<file path="src/rtl/vga_pkg.sv">
// Shared VGA timing constants, sync polarity codes and the control bundle
// carried through the renderer-latency pipeline.
package vga_pkg;

    localparam int unsigned DEF_H_ACTIVE = 640;
    localparam int unsigned DEF_H_FP     = 16;
    localparam int unsigned DEF_H_SYNC   = 96;
    localparam int unsigned DEF_H_BP     = 48;
    localparam int unsigned DEF_V_ACTIVE = 480;
    localparam int unsigned DEF_V_FP     = 10;
    localparam int unsigned DEF_V_SYNC   = 2;
    localparam int unsigned DEF_V_BP     = 33;

    localparam int unsigned SYNC_ACT_LOW  = 0;
    localparam int unsigned SYNC_ACT_HIGH = 1;

    localparam int unsigned REQ_W = 10;

    // Sync levels are stored already polarity-adjusted; active is the raw DE flag.
    typedef struct packed {
        logic hsync;
        logic vsync;
        logic active;
    } vga_ctl_t;

    function automatic int unsigned timing_total(input int unsigned active_len,
                                                 input int unsigned fp_len,
                                                 input int unsigned sync_len,
                                                 input int unsigned bp_len);
        return active_len + fp_len + sync_len + bp_len;
    endfunction

endpackage

</file>
<file path="src/rtl/vga_delay_line.sv">
// Shift-enabled register pipeline with a synchronous active-low clear that
// loads a configurable idle pattern into every stage.
module vga_delay_line #(
    parameter int unsigned          WIDTH   = 3,
    parameter int unsigned          DEPTH   = 1,
    parameter logic [WIDTH-1:0]     CLR_VAL = '0
) (
    input  logic             clk,
    input  logic             clear_n,
    input  logic             shift,
    input  logic [WIDTH-1:0] din,
    output logic [WIDTH-1:0] dout
);

    if (DEPTH < 1) begin : g_bad_depth
        $error("vga_delay_line: DEPTH must be at least 1");
    end

    logic [WIDTH-1:0] stage [DEPTH];

    always_ff @(posedge clk) begin
        if (!clear_n) begin
            for (int i = 0; i < int'(DEPTH); i++) begin
                stage[i] <= CLR_VAL;
            end
        end else if (shift) begin
            stage[0] <= din;
            for (int i = 1; i < int'(DEPTH); i++) begin
                stage[i] <= stage[i-1];
            end
        end
    end

    assign dout = stage[DEPTH-1];

endmodule

</file>
<file path="src/rtl/vga_timing_gen.sv">
// Parametrised VGA timing generator: pixel-tick divider, h/v counters,
// renderer requests and a latency-matched sync/DE/colour output stage.
module vga_timing_gen
    import vga_pkg::*;
#(
    parameter int unsigned H_ACTIVE = DEF_H_ACTIVE,
    parameter int unsigned H_FP     = DEF_H_FP,
    parameter int unsigned H_SYNC   = DEF_H_SYNC,
    parameter int unsigned H_BP     = DEF_H_BP,
    parameter int unsigned V_ACTIVE = DEF_V_ACTIVE,
    parameter int unsigned V_FP     = DEF_V_FP,
    parameter int unsigned V_SYNC   = DEF_V_SYNC,
    parameter int unsigned V_BP     = DEF_V_BP,
    parameter int unsigned H_POL    = SYNC_ACT_LOW,
    parameter int unsigned V_POL    = SYNC_ACT_LOW,
    parameter int unsigned CLK_DIV  = 2,
    parameter int unsigned PIX_LAT  = 1,
    parameter int unsigned COLOR_W  = 4
) (
    input  logic               clk,
    input  logic               reset_n,
    input  logic               enable,
    output logic [9:0]         req_x,
    output logic [9:0]         req_y,
    output logic               req_valid,
    output logic               pix_tick,
    input  logic [COLOR_W-1:0] pixel_r,
    input  logic [COLOR_W-1:0] pixel_g,
    input  logic [COLOR_W-1:0] pixel_b,
    output logic               hsync,
    output logic               vsync,
    output logic               de,
    output logic [COLOR_W-1:0] red,
    output logic [COLOR_W-1:0] green,
    output logic [COLOR_W-1:0] blue,
    output logic               frame_start,
    output logic               line_start
);

    localparam int unsigned H_TOTAL  = timing_total(H_ACTIVE, H_FP, H_SYNC, H_BP);
    localparam int unsigned V_TOTAL  = timing_total(V_ACTIVE, V_FP, V_SYNC, V_BP);
    localparam int unsigned H_W      = $clog2(H_TOTAL);
    localparam int unsigned V_W      = $clog2(V_TOTAL);
    localparam int unsigned HS_START = H_ACTIVE + H_FP;
    localparam int unsigned HS_END   = HS_START + H_SYNC;
    localparam int unsigned VS_START = V_ACTIVE + V_FP;
    localparam int unsigned VS_END   = VS_START + V_SYNC;
    localparam int unsigned DIV_W    = (CLK_DIV > 1) ? $clog2(CLK_DIV) : 1;

    localparam logic [DIV_W-1:0] DIV_LAST = DIV_W'(CLK_DIV - 1);
    localparam logic             HS_ON    = (H_POL != 0);
    localparam logic             VS_ON    = (V_POL != 0);
    localparam vga_ctl_t         CTL_IDLE = '{hsync: ~HS_ON, vsync: ~VS_ON, active: 1'b0};

    if (H_ACTIVE > 1024 || V_ACTIVE > 1024) begin : g_bad_active
        $error("vga_timing_gen: H_ACTIVE and V_ACTIVE must not exceed 1024");
    end
    if (CLK_DIV < 1 || PIX_LAT < 1) begin : g_bad_div_lat
        $error("vga_timing_gen: CLK_DIV and PIX_LAT must be at least 1");
    end

    logic             run;
    logic [DIV_W-1:0] div;
    logic [H_W-1:0]   h;
    logic [V_W-1:0]   v;
    logic             h_act;
    logic             v_act;
    vga_ctl_t         ctl_raw;
    vga_ctl_t         ctl_dly;

    // Disabling behaves exactly like reset, so both gate the whole datapath.
    assign run      = reset_n & enable;
    assign pix_tick = run && (div == DIV_LAST);

    always_ff @(posedge clk) begin
        if (!run) begin
            div <= '0;
            h   <= '0;
            v   <= '0;
        end else begin
            div <= (div == DIV_LAST) ? '0 : div + DIV_W'(1);
            if (pix_tick) begin
                if (32'(h) == H_TOTAL - 1) begin
                    h <= '0;
                    v <= (32'(v) == V_TOTAL - 1) ? '0 : v + V_W'(1);
                end else begin
                    h <= h + H_W'(1);
                end
            end
        end
    end

    assign h_act       = (32'(h) < H_ACTIVE);
    assign v_act       = (32'(v) < V_ACTIVE);
    assign req_valid   = run && h_act && v_act;
    assign req_x       = req_valid ? REQ_W'(h) : '0;
    assign req_y       = req_valid ? REQ_W'(v) : '0;
    assign frame_start = pix_tick && (h == '0) && (v == '0);
    assign line_start  = pix_tick && (h == '0) && v_act;

    always_comb begin
        ctl_raw        = CTL_IDLE;
        ctl_raw.active = req_valid;
        if (32'(h) >= HS_START && 32'(h) < HS_END) begin
            ctl_raw.hsync = HS_ON;
        end
        if (32'(v) >= VS_START && 32'(v) < VS_END) begin
            ctl_raw.vsync = VS_ON;
        end
    end

    // The output register below is the last of the PIX_LAT stages; the
    // pipeline ahead of it supplies the remaining PIX_LAT-1.
    if (PIX_LAT > 1) begin : g_dly
        vga_delay_line #(
            .WIDTH   ($bits(vga_ctl_t)),
            .DEPTH   (PIX_LAT - 1),
            .CLR_VAL (CTL_IDLE)
        ) u_delay_line (
            .clk     (clk),
            .clear_n (run),
            .shift   (pix_tick),
            .din     (ctl_raw),
            .dout    (ctl_dly)
        );
    end else begin : g_no_dly
        assign ctl_dly = ctl_raw;
    end

    // Renderer data arrives alongside the delayed flags, so both load on one edge.
    always_ff @(posedge clk) begin
        if (!run) begin
            hsync <= CTL_IDLE.hsync;
            vsync <= CTL_IDLE.vsync;
            de    <= 1'b0;
            red   <= '0;
            green <= '0;
            blue  <= '0;
        end else if (pix_tick) begin
            hsync <= ctl_dly.hsync;
            vsync <= ctl_dly.vsync;
            de    <= ctl_dly.active;
            red   <= ctl_dly.active ? pixel_r : '0;
            green <= ctl_dly.active ? pixel_g : '0;
            blue  <= ctl_dly.active ? pixel_b : '0;
        end
    end

endmodule

</file>
<file path="config.mk">
export PLATFORM = sky130hd
export DESIGN_NAME = vga_timing_gen
export DESIGN_NICKNAME = d
export VERILOG_FILES = /design/src/rtl/vga_pkg.sv /design/src/rtl/vga_delay_line.sv /design/src/rtl/vga_timing_gen.sv
export SDC_FILE = /design/constraint.sdc
export NUM_CORES = 1
export LEC_CHECK = 0
export BUFFER_PORTS_ARGS = -buffer_cell sky130_fd_sc_hd__buf_2
export CAP_MARGIN = 30
export CORE_UTILIZATION = 50
export DETAILED_ROUTE_END_ITERATION = 8
export MAX_ROUTING_LAYER = met4
export PLACE_DENSITY = 0.78
export SYNTH_ARGS = -nofsm -noshare
export SYNTH_HDL_FRONTEND = slang
export SYNTH_SLANG_ARGS = --single-unit
</file>
<file path="constraint.sdc">
create_clock -name clk -period 2.2 [get_ports clk]
set_clock_uncertainty 0.1 [all_clocks]
set_input_delay 0.22 -clock clk [delete_from_list [all_inputs] [get_ports clk]]
set_output_delay 0.22 -clock clk [all_outputs]
set_load 0.1 [all_outputs]
</file>
==> metrics.yaml <==
placement:
  dp_slack_ps: 230
  routabilityCongestion: 0.906
  dpl.hpwl_um: 3080
  port_buffers: 52
  dp_cells: 300
power:
  power.share.clock_pct: 38.5
  intPower_mw: 1.02
  p_switching_mw: 0.344
  peakVddDrop_mv: 0.409
  leakage_nw: 1.11
  seq_power_share_pct: 48.8
  p_sw_share_pct: 25.3
  power.density_nw_per_um2: 481
  p_comb_share_pct: 12.7
sta:
  finalSetupViolCount: 15
  setup_ws_ps: -80.6
  final_max_slew_viol_count: 0
  rsz0062_at_grt: "yes"
  fin_crit_sh_pct: 104
  tightestPinTransition_ps: 912
  relSlewSlack_pct: 39.0
  fmax_mhz: 438
  min_period_ps: 2280
  hold_viol: 0
yosys:
  synth-seq-area-share_pct: 41.1
  syn_nets: 225
  yosysWarnings: 0
  synthCells: 206
  syn_area_sq_um: 1760
  synthDistinctLibCells: 34
  synth-seq-cells: 36
  syn_avg_cell_area_sq_um: 8.52
critical_path:
  reg2reg_slack_ps: 310
  end_kind: "primary output"
  path_common_cell: "buf_12"
  worst_ep_arrival_time_ps: 1960
  critPathKind: "reg2out"
  worst_path_dominant_cell_family: "simple AND/OR/NAND/NOR gates"
  cp_slowest_cell: "or3b_4"
  worstPathCellList: "and4_4, or3b_4, nor2_4, buf_12, and2_2, buf_12"
  start_kind: "flip-flop"
  path_buf_inv: 2
  crit_required_ps: 1880
  cpPeakStageDelay_ps: 420
  critPathMaxFanout: 7
detailed_routing:
  drcViolationCount: 0
  drt_wl_total_um: 5110
  drtIter0Drc: 86
  vias: 1839
  dr.pass1.iters: 5
  ant_nets: 0
  via_per_inst: 5.61
  wire_per_inst_um: 15.6
finish:
  fin_cells: 328
  nFillCells: 181
  area_growth_pct: 61.3
  num_antenna_cells: 0
  final_nets: 300
  drive_above_1_share_pct: 39.7
clock_tree:
  cts_made_buffers: 5
  root_buffer: "clkbuf_4"
  htree_levels: 2
  cts_tree: "yes"
  cts.path.max_buffers: 2
  cts.clk_slew.worst_paths_ps: 110
  clock_latency_ps: 350
  cts.sinks: 36
grt:
  antenna_found_initial: 0
  grt_pass1_wl_um: 7150
  track_usage_pct: 27.1
  grt_pass1_vias: 1592
  grt_max_degree: 22
  grt-ovfl-total: 0
floorplanning:
  start_util_pct: 52.6
  core-area_sq_um: 3340
  die_h_um: 61.3
  ioPinCount: 54
  rows: 21
  die-area_sq_um: 3750
  die_w_um: 61.3
run:
  drv_cap: 0
worst_hold_path:
  hp-class: "in2reg"
run_status:
  violations: "negative setup slack"
  outcome: "finished with violations"
==> layer usage <==
metal | part of all wire [%] | vias to the layer above | global-route usage [%]
met4 | 1.7 | 0 | 11.7
met2 | 51 | 106 | 43.8
met1 | 38 | 831 | 31.4
met3 | 8.8 | 12 | 7.56
li1 | - | 890 | -
met5 | 0 | - | -
==> power by group through the flow <==
stage,Combinational [mW],Clock (mW),Sequential [mW]
6_report,0.173,0.524,0.664
5_1_grt,0.179,0.561,0.666
4_1_cts,0.161,0.532,0.665
3_5_place_dp,0.139,0,0.679
3_3_place_gp,0.138,0,0.680
2_1_floorplan,0.0660,0,0.719
==> kinds of logic (layout without fill, tap and decap cells) <==
family / count (synthesis) / after routing / synth area share [%]
other cells: 1 / 1 / 0.214
compound gates: 40 / 40 / 14.5
buf+inv: 19 / 95 / 5.49
flops: 36 / 36 / 41.1
fa+ha+maj: 4 / 4 / 2.85
xor+xnor: 7 / 7 / 3.49
simple gates: 99 / 99 / 32.4
==> registers in the layout, indices dropped and copies added, names as in the netlist <==
register	count
h	10
div	1
red	4
vsync	1
green	4
hsync	1
v	10
blue	4
de	1
==> final timing paths <==
check,endpoint,cells after the start,from
max,req_y[7],6,v[8]$_SDFFE_PP0P_
min,vsync$_SDFFE_PP1P_,3,enable
max reg2reg,v[0]$_SDFFE_PP0P_,6,h[0]$_SDFFE_PP0P_
min reg2reg,de$_SDFFE_PP0P_,1,de$_SDFFE_PP0P_
==> tightest hold or removal path: stages <==
cell and delay (ps):
buf_2 130, and2_1 230, nand2_1 80
==> layout make-up <==
class | instances | area [sq um] | area share [%]
Clock buffer | 7 | 65.1 | 2.30
Sequential cell | 36 | 732 | 25.9
Tap cell | 46 | 57.6 | 2.03
Timing Repair Buffer | 79 | 861 | 30.4
Clock inverter | 1 | 30.0 | 1.06
Multi-Input combinational cell | 151 | 1050 | 37.2
Inverter | 8 | 33.8 | 1.19
==> cell usage after synthesis, drive strengths merged <==
cell / count / area [sq um]
a21o: 1 / 7.51
and4b: 1 / 10.0
conb: 1 / 3.75
or3: 10 / 62.6
dfxtp: 36 / 721
and4: 2 / 17.5
clkbuf: 3 / 12.5
nor2b: 1 / 6.26
nor2: 13 / 63.8
and3: 3 / 18.8
nand2: 14 / 52.6
xnor2: 5 / 43.8
nor4: 4 / 25.0
nand2b: 2 / 12.5
nand3: 12 / 72.6
or3b: 1 / 8.76
nor4b: 2 / 17.5
nor3: 10 / 50.1
inv: 8 / 30.0
and2: 17 / 106
o41ai: 1 / 8.76
xor2: 2 / 17.5
ha: 4 / 50.1
buf: 8 / 53.8
nand4: 7 / 43.8
a21oi: 11 / 55.1
a22o: 12 / 105
o21ai: 15 / 78.8
==> cells in the final DEF, fill, tap and decap left out, types with 11 or more instances in the layout <==
master          n
buf_12         23
nand2_1        14
dfxtp_1        29
dlygate4sd3_1  12
a22o_1         12
nand3_1        11
a21oi_1        11
o21ai_0        14
buf_2          30
buf_4          12
==> timing repair <==
item,CTS,global route
gates cloned,0,1
endpoints found under the hold margin,12,0
gates resized for setup,10,9
pin swaps,4,5
setup endpoints to repair,21,20
buffers inserted,5,2
hold buffers,12,0
==> metrics by stage <==
| step | TNS, ps | power [mW] | utilization (%) | hold slack (ps) | instance area, sq um |
|---|---|---|---|---|---|
| floorplan | -2810 | 0.785 | - | 246 | 1840 |
| global placement | 0 | 0.818 | 73.9 | 329 | 2470 |
| detailed placement | 0 | 0.819 | 73.9 | 337 | 2470 |
| CTS | -314 | 1.36 | 82.8 | 213 | 2760 |
| global route | -1610 | 1.41 | 84.9 | 240 | 2830 |
| finish | -869 | 1.36 | 84.9 | 221 | 2830 |
Note: power is estimated with default switching activity, not from simulation.
